`config.mk`:
```
export PLATFORM = sky130hd
export DESIGN_NAME = pipe_muldiv
export DESIGN_NICKNAME = d
export VERILOG_FILES = /design/src/rtl/pipe_muldiv.sv
export SDC_FILE = /design/constraint.sdc
export NUM_CORES = 1
export LEC_CHECK = 0
export CAP_MARGIN = 25
export CORE_ASPECT_RATIO = 0.9
export CORE_MARGIN = 3
export CORE_UTILIZATION = 30
export CTS_CLUSTER_DIAMETER = 200
export CTS_CLUSTER_SIZE = 16
export DETAILED_ROUTE_END_ITERATION = 8
export PLACE_DENSITY_LB_ADDON = 0.15
export RECOVER_POWER = 100
export SETUP_SLACK_MARGIN = 0.4
export SYNTH_ARGS = -nofsm -noshare
export SYNTH_HDL_FRONTEND = slang
export SYNTH_SLANG_ARGS = --single-unit
```
`constraint.sdc`:
```
create_clock -name clk -period 4.75 [get_ports clk]
set_input_delay 0.95 -clock clk [delete_from_list [all_inputs] [get_ports clk]]
set_output_delay 0.95 -clock clk [all_outputs]
set_load 0.05 [all_outputs]
```
`src/rtl/pipe_muldiv.sv`:
```
// Iterative 32-bit MULT/MULTU/DIV/DIVU unit for the EX stage.
// One shift-add or restoring-divide step per cycle, then a one-cycle sign fix.
module pipe_muldiv #(
  parameter int DATA_WIDTH = 32
) (
  input  logic                      clk,
  input  logic                      reset,
  input  logic                      start,
  input  logic [1:0]                op,
  input  logic [DATA_WIDTH-1:0]     a,
  input  logic [DATA_WIDTH-1:0]     b,
  output logic                      busy,
  output logic                      valid,
  output logic [2*DATA_WIDTH-1:0]   result
);

  localparam int W  = DATA_WIDTH;
  localparam int CW = $clog2(W);

  typedef enum logic [1:0] {S_IDLE, S_CALC, S_FIX} state_t;

  state_t          r_state;
  logic [CW-1:0]   r_cnt;
  logic            r_is_div;
  logic            r_is_signed;
  logic            r_sign_a;
  logic            r_sign_b;
  logic [2*W-1:0]  r_acc;
  logic [W-1:0]    r_opb;
  logic [2*W-1:0]  r_result;
  logic            r_valid;

  logic            w_signed_op;
  logic [W-1:0]    w_abs_a;
  logic [W-1:0]    w_abs_b;
  logic [W:0]      w_mul_sum;
  logic [W:0]      w_div_shift;
  logic [W+1:0]    w_div_trial;
  logic [2*W-1:0]  w_next_acc;
  logic [2*W-1:0]  w_fix_result;

  // Signed ops work on magnitudes; |0x80000000| fits as unsigned 0x80000000.
  assign w_signed_op = ~op[0];
  assign w_abs_a     = (w_signed_op && a[W-1]) ? -a : a;
  assign w_abs_b     = (w_signed_op && b[W-1]) ? -b : b;

  // Multiply: r_acc = {partial product, remaining multiplier bits}, r_opb = multiplicand.
  assign w_mul_sum   = {1'b0, r_acc[2*W-1:W]} + {1'b0, (r_acc[0] ? r_opb : {W{1'b0}})};

  // Divide: r_acc = {partial remainder, dividend/quotient}, r_opb = divisor.
  // The trial is one bit wider than the shifted remainder so a zero divisor never looks negative.
  assign w_div_shift = {r_acc[2*W-1:W], r_acc[W-1]};
  assign w_div_trial = {1'b0, w_div_shift} - {2'b00, r_opb};

  // NOTE: every signal driven from always_comb gets a default first so no latch is inferred.
  always_comb begin
    w_next_acc = r_acc;
    if (r_is_div) begin
      if (!w_div_trial[W+1])
        w_next_acc = {w_div_trial[W-1:0], r_acc[W-2:0], 1'b1};
      else
        w_next_acc = {w_div_shift[W-1:0], r_acc[W-2:0], 1'b0};
    end else begin
      w_next_acc = {w_mul_sum, r_acc[W-1:1]};
    end
  end

  always_comb begin
    w_fix_result = r_acc;
    if (r_is_signed) begin
      if (!r_is_div) begin
        if (r_sign_a ^ r_sign_b)
          w_fix_result = -r_acc;
      end else begin
        // Quotient takes the xor of the signs, remainder takes the sign of the dividend.
        w_fix_result[W-1:0]   = (r_sign_a ^ r_sign_b) ? -r_acc[W-1:0]   : r_acc[W-1:0];
        w_fix_result[2*W-1:W] = r_sign_a              ? -r_acc[2*W-1:W] : r_acc[2*W-1:W];
      end
    end
  end

  // NOTE: all state here is updated with non-blocking assignments so every register
  // samples the pre-edge values, independent of statement order.
  always_ff @(posedge clk) begin
    if (reset) begin
      r_state     <= S_IDLE;
      r_cnt       <= '0;
      r_is_div    <= 1'b0;
      r_is_signed <= 1'b0;
      r_sign_a    <= 1'b0;
      r_sign_b    <= 1'b0;
      r_acc       <= '0;
      r_opb       <= '0;
      r_result    <= '0;
      r_valid     <= 1'b0;
    end else begin
      case (r_state)
        S_IDLE: begin
          if (start) begin
            r_state     <= S_CALC;
            r_cnt       <= '0;
            r_valid     <= 1'b0;
            r_is_div    <= op[1];
            r_is_signed <= w_signed_op;
            r_sign_a    <= w_signed_op & a[W-1];
            r_sign_b    <= w_signed_op & b[W-1];
            if (op[1]) begin
              r_acc <= {{W{1'b0}}, w_abs_a};
              r_opb <= w_abs_b;
            end else begin
              r_acc <= {{W{1'b0}}, w_abs_b};
              r_opb <= w_abs_a;
            end
          end
        end
        S_CALC: begin
          r_acc <= w_next_acc;
          r_cnt <= r_cnt + 1'b1;
          if (r_cnt == CW'(W - 1))
            r_state <= S_FIX;
        end
        S_FIX: begin
          r_result <= w_fix_result;
          r_valid  <= 1'b1;
          r_state  <= S_IDLE;
        end
        default: r_state <= S_IDLE;
      endcase
    end
  end

  assign busy   = (r_state != S_IDLE);
  assign valid  = r_valid;
  assign result = r_result;

endmodule

```
==> results.json <==
{
  "outcome": "finished with violations",
  "syn_nets": 2023,
  "period_needed_ns": 4.19,
  "timing.final.crit_share_pct": 88.2,
  "route.met2.wl_um": 22100,
  "antenna_found_initial": 0,
  "fin_tns_setup_ns": 0,
  "reg2reg_from": "r_acc[49]",
  "synth_cells": 1882,
  "ff_latch_area_mm2": 0.00344,
  "grt_pass1_wl_um": 80100,
  "highest_layer": "met4",
  "hold_buffers": 0,
  "synth_top_area_share_pct": 24.4,
  "cts_sinks": 172,
  "num_vias": 14276,
  "chipWidth_um": 235,
  "fillers": 4916,
  "yosysTopAreaCell": "dfxtp_1",
  "grt_usage_pct": 20.6,
  "final_core_util_pct": 36.4,
  "max_cap_violations": 1,
  "critical_path_class": "input pin to flop",
  "maxSlewViolCount": 84,
  "dieArea_mm2": 0.0497,
  "gp_congestion": 0.884,
  "r2r_slack_ns": 0.68,
  "critPathMaxFanout": 4,
  "route.met3.wl_um": 3790,
  "cp-start-kind": "input pin",
  "clkTransAtPathRegs_ns": 0.07,
  "via_per_inst": 5.53,
  "worstMarginPinSlew_ns": 1.83,
  "rows": 74,
  "syn_avg_cell_area_um2": 7.50,
  "worstReg2RegEnd": "r_acc[50]",
  "cp.arrival_ns": 4.52,
  "ys_seq_elements": 172,
  "fin_worst_skew_ns": 0.0149,
  "drtIter0Drc": 1273,
  "rsz0062_at_grt": "no",
  "drc": 0,
  "min_to": "result[54]",
  "n_antenna_cell": 0,
  "finalSetupViolCount": 0,
  "ir_drop_mv": 0.237,
  "cp.required_ns": 5.09,
  "maxSlewHeadroom_pct": -21.7,
  "hold_path_class": "flop to flop",
  "ant_nets": 0,
  "cts_tree": "yes",
  "port_buffers": 134,
  "violations": "capacitance limit, slew limit",
  "first_global_vias": 13047,
  "hold_viol": 0,
  "worstHoldStart": "result[54]",
  "clock_path_buffers": 2,
  "reg2regPathDepth": 11,
  "drt_wl_total_um": 52900,
  "cp-end-kind": "flop",
  "h-tree-depth": 4,
  "numCtsBuffers": 17,
  "yosysUniqueCellTypes": 87,
  "drive_gt1_share_pct": 6.28,
  "fmax_mhz": 239,
  "die-height_um": 212,
  "grt-ovfl-total": 0,
  "synthTopCellsByArea": "dfxtp_1, xnor2_1, nor2_1, ha_1, a211oi_1",
  "power.density_mw_per_mm2": 264,
  "coreArea_mm2": 0.0459,
  "initial_core_util_pct": 30.7,
  "yosysSeqAreaShare_pct": 24.4,
  "grt_max_degree": 84,
  "syn2layout_area_growth_pct": 18.3,
  "ys.flop_type": "dfxtp_1",
  "yosys_warnings": 0,
  "nets": 2103,
  "routedLengthMet1_um": 26400,
  "hpwlAfterDp_um": 40800,
  "power.leakage_uw": 0.00635,
  "multi_input_area_mm2": 0.00992,
  "clock_tree.root_cell": "clkbuf_16",
  "synth_edf_count": 0,
  "async_flop_share_pct": 0,
  "worst_skew_pair.late_latency_ns": 0.46,
  "dr.pass1.iters": 5,
  "hold_depth": 2,
  "io_pins": 135,
  "post_drt_wl_per_cell_um": 20.5,
  "synthesis.area_mm2": 0.0141
}
## cell type report
type	instances	share of cell area [%]
repair buffers	186	10.2
flip-flops and latches	172	20.6
multi-input cells	1523	59.4
well taps	608	4.56
inverters	62	1.39
clock buffers	20	2.74
clock inverters	12	1.06
## critical path, stage by stage
cell,delay [ns]
dlygate4sd3_1,0.60
or4_1,0.62
or4_1,0.53
nor3_1,0.36
and3_1,0.35
nand2_1,0.15
o31ai_1,0.32
xor2_1,0.21
mux2i_1,0.10
a221o_1,0.34
## kinds of logic (layout without fill, tap and decap cells)
kind of cell / count (synthesis) / in the layout / synth area share (%)
DFF: 172 / 172 / 24.4
AOI/OAI and AO/OA: 597 / 597 / 28.1
muxes: 63 / 63 / 4.53
adders and majority gates: 72 / 72 / 6.49
buffers and inverters: 187 / 280 / 5.44
xor gates and xnor gates: 166 / 166 / 10.3
and+or+nand+nor: 625 / 625 / 20.7
## routing by layer
layer | vias to the layer above | global-route usage [%]
li1 | 7016 | -
met5 | - | 0
met3 | 33 | 4.12
met2 | 432 | 30.2
met4 | 0 | 3.55
met1 | 6795 | 31.2
## timing repair
item	in CTS	in global routing
gates resized for setup	0	1
buffers inserted	0	0
endpoints found under the setup margin	0	3
## stage by stage
| stage | hold WS (ns) | std cells | area, um2 | worst slack, ns | power [uW] |
|---|---|---|---|---|---|
| CTS | 0.456 | 2583 | 16700 | 0.850 | 4440 |
| floorplan | 0.432 | 1882 | 14100 | 1.39 | 2460 |
| detailed placement | 0.446 | 2551 | 16100 | 0.464 | 2880 |
| global route | 0.480 | 2583 | 16700 | 0.289 | 4630 |
| finish | 0.449 | 2583 | 16700 | 0.561 | 4420 |
| global placement | 0.442 | 2550 | 16100 | 0.549 | 2880 |
## sequential cells by signal (all words and copies together), names as in the netlist
name	count
r_sign_b	1
valid	1
r_opb	32
r_acc	64
r_state	2
r_is_div	1
r_cnt	5
result	64
r_is_signed	1
r_sign_a	1
## Yosys cell counts (9+ instances only)
| cell type | n |
|---|---|
| nand2b_1 | 15 |
| dfxtp_1 | 172 |
| o21a_1 | 16 |
| o211ai_1 | 20 |
| nor3_1 | 33 |
| o41ai_1 | 10 |
| xnor2_1 | 111 |
| and3_1 | 15 |
| or3_1 | 19 |
| or4_1 | 9 |
| o31ai_1 | 16 |
| xor2_1 | 55 |
| nand2_1 | 167 |
| ha_1 | 70 |
| nor2_1 | 256 |
| inv_1 | 60 |
| a221o_1 | 9 |
| buf_1 | 14 |
| nand3_1 | 30 |
| nor2b_1 | 17 |
| a21oi_1 | 162 |
| clkbuf_1 | 92 |
| o21ai_0 | 97 |
| a211oi_1 | 112 |
| mux2i_1 | 56 |
| nand4_1 | 10 |
| a21o_1 | 39 |
| nor4_1 | 18 |
| a311oi_1 | 14 |
| a31oi_1 | 17 |
## how the worst max path moves through the flow
stage	start	endpoint	slack, ns	cells past startpoint
global placement	a[7]	r_acc[30]	0.55	10
CTS	r_acc[34]	r_acc[50]	0.85	12
detailed placement	a[7]	r_acc[30]	0.46	10
global route	r_opb[21]	r_acc[50]	0.29	12
finish	a[7]	r_acc[29]	0.56	10
floorplan	a[9]	r_acc[29]	1.39	9
## placed cells by master, fill, tap and decap left out, drive strengths merged, types with 8 or more instances in the layout
master | netlist | final
xnor2 | 111 | 111
a221o | 9 | 9
or3 | 21 | 21
o21a | 16 | 16
nand2 | 168 | 168
nand2b | 15 | 15
nor2 | 256 | 256
a21o | 39 | 39
or4 | 13 | 13
a311oi | 14 | 14
o21ai | 99 | 99
a31oi | 17 | 17
nor4 | 22 | 22
o41ai | 11 | 11
a221oi | 8 | 8
nand4 | 10 | 10
dlygate4sd3 | 0 | 71
clkbuf | 94 | 26
inv | 61 | 65
dfxtp | 172 | 172
a211oi | 113 | 113
nor3 | 35 | 35
nor2b | 17 | 17
a21oi | 162 | 162
xor2 | 55 | 55
buf | 28 | 48
clkdlybuf4s50 | 0 | 61
mux2i | 56 | 56
o21bai | 8 | 8
o211ai | 20 | 20
ha | 70 | 70
o31ai | 19 | 19
nand3 | 30 | 30
and3 | 16 | 16
## power by group
| group | internal, uW | total, uW | switching, uW |
|---|---|---|---|
| logic | 490 | 1260 | 770 |
| clock network | 873 | 1550 | 674 |
| registers | 1500 | 1610 | 106 |
(Power assumes the default switching activity.)
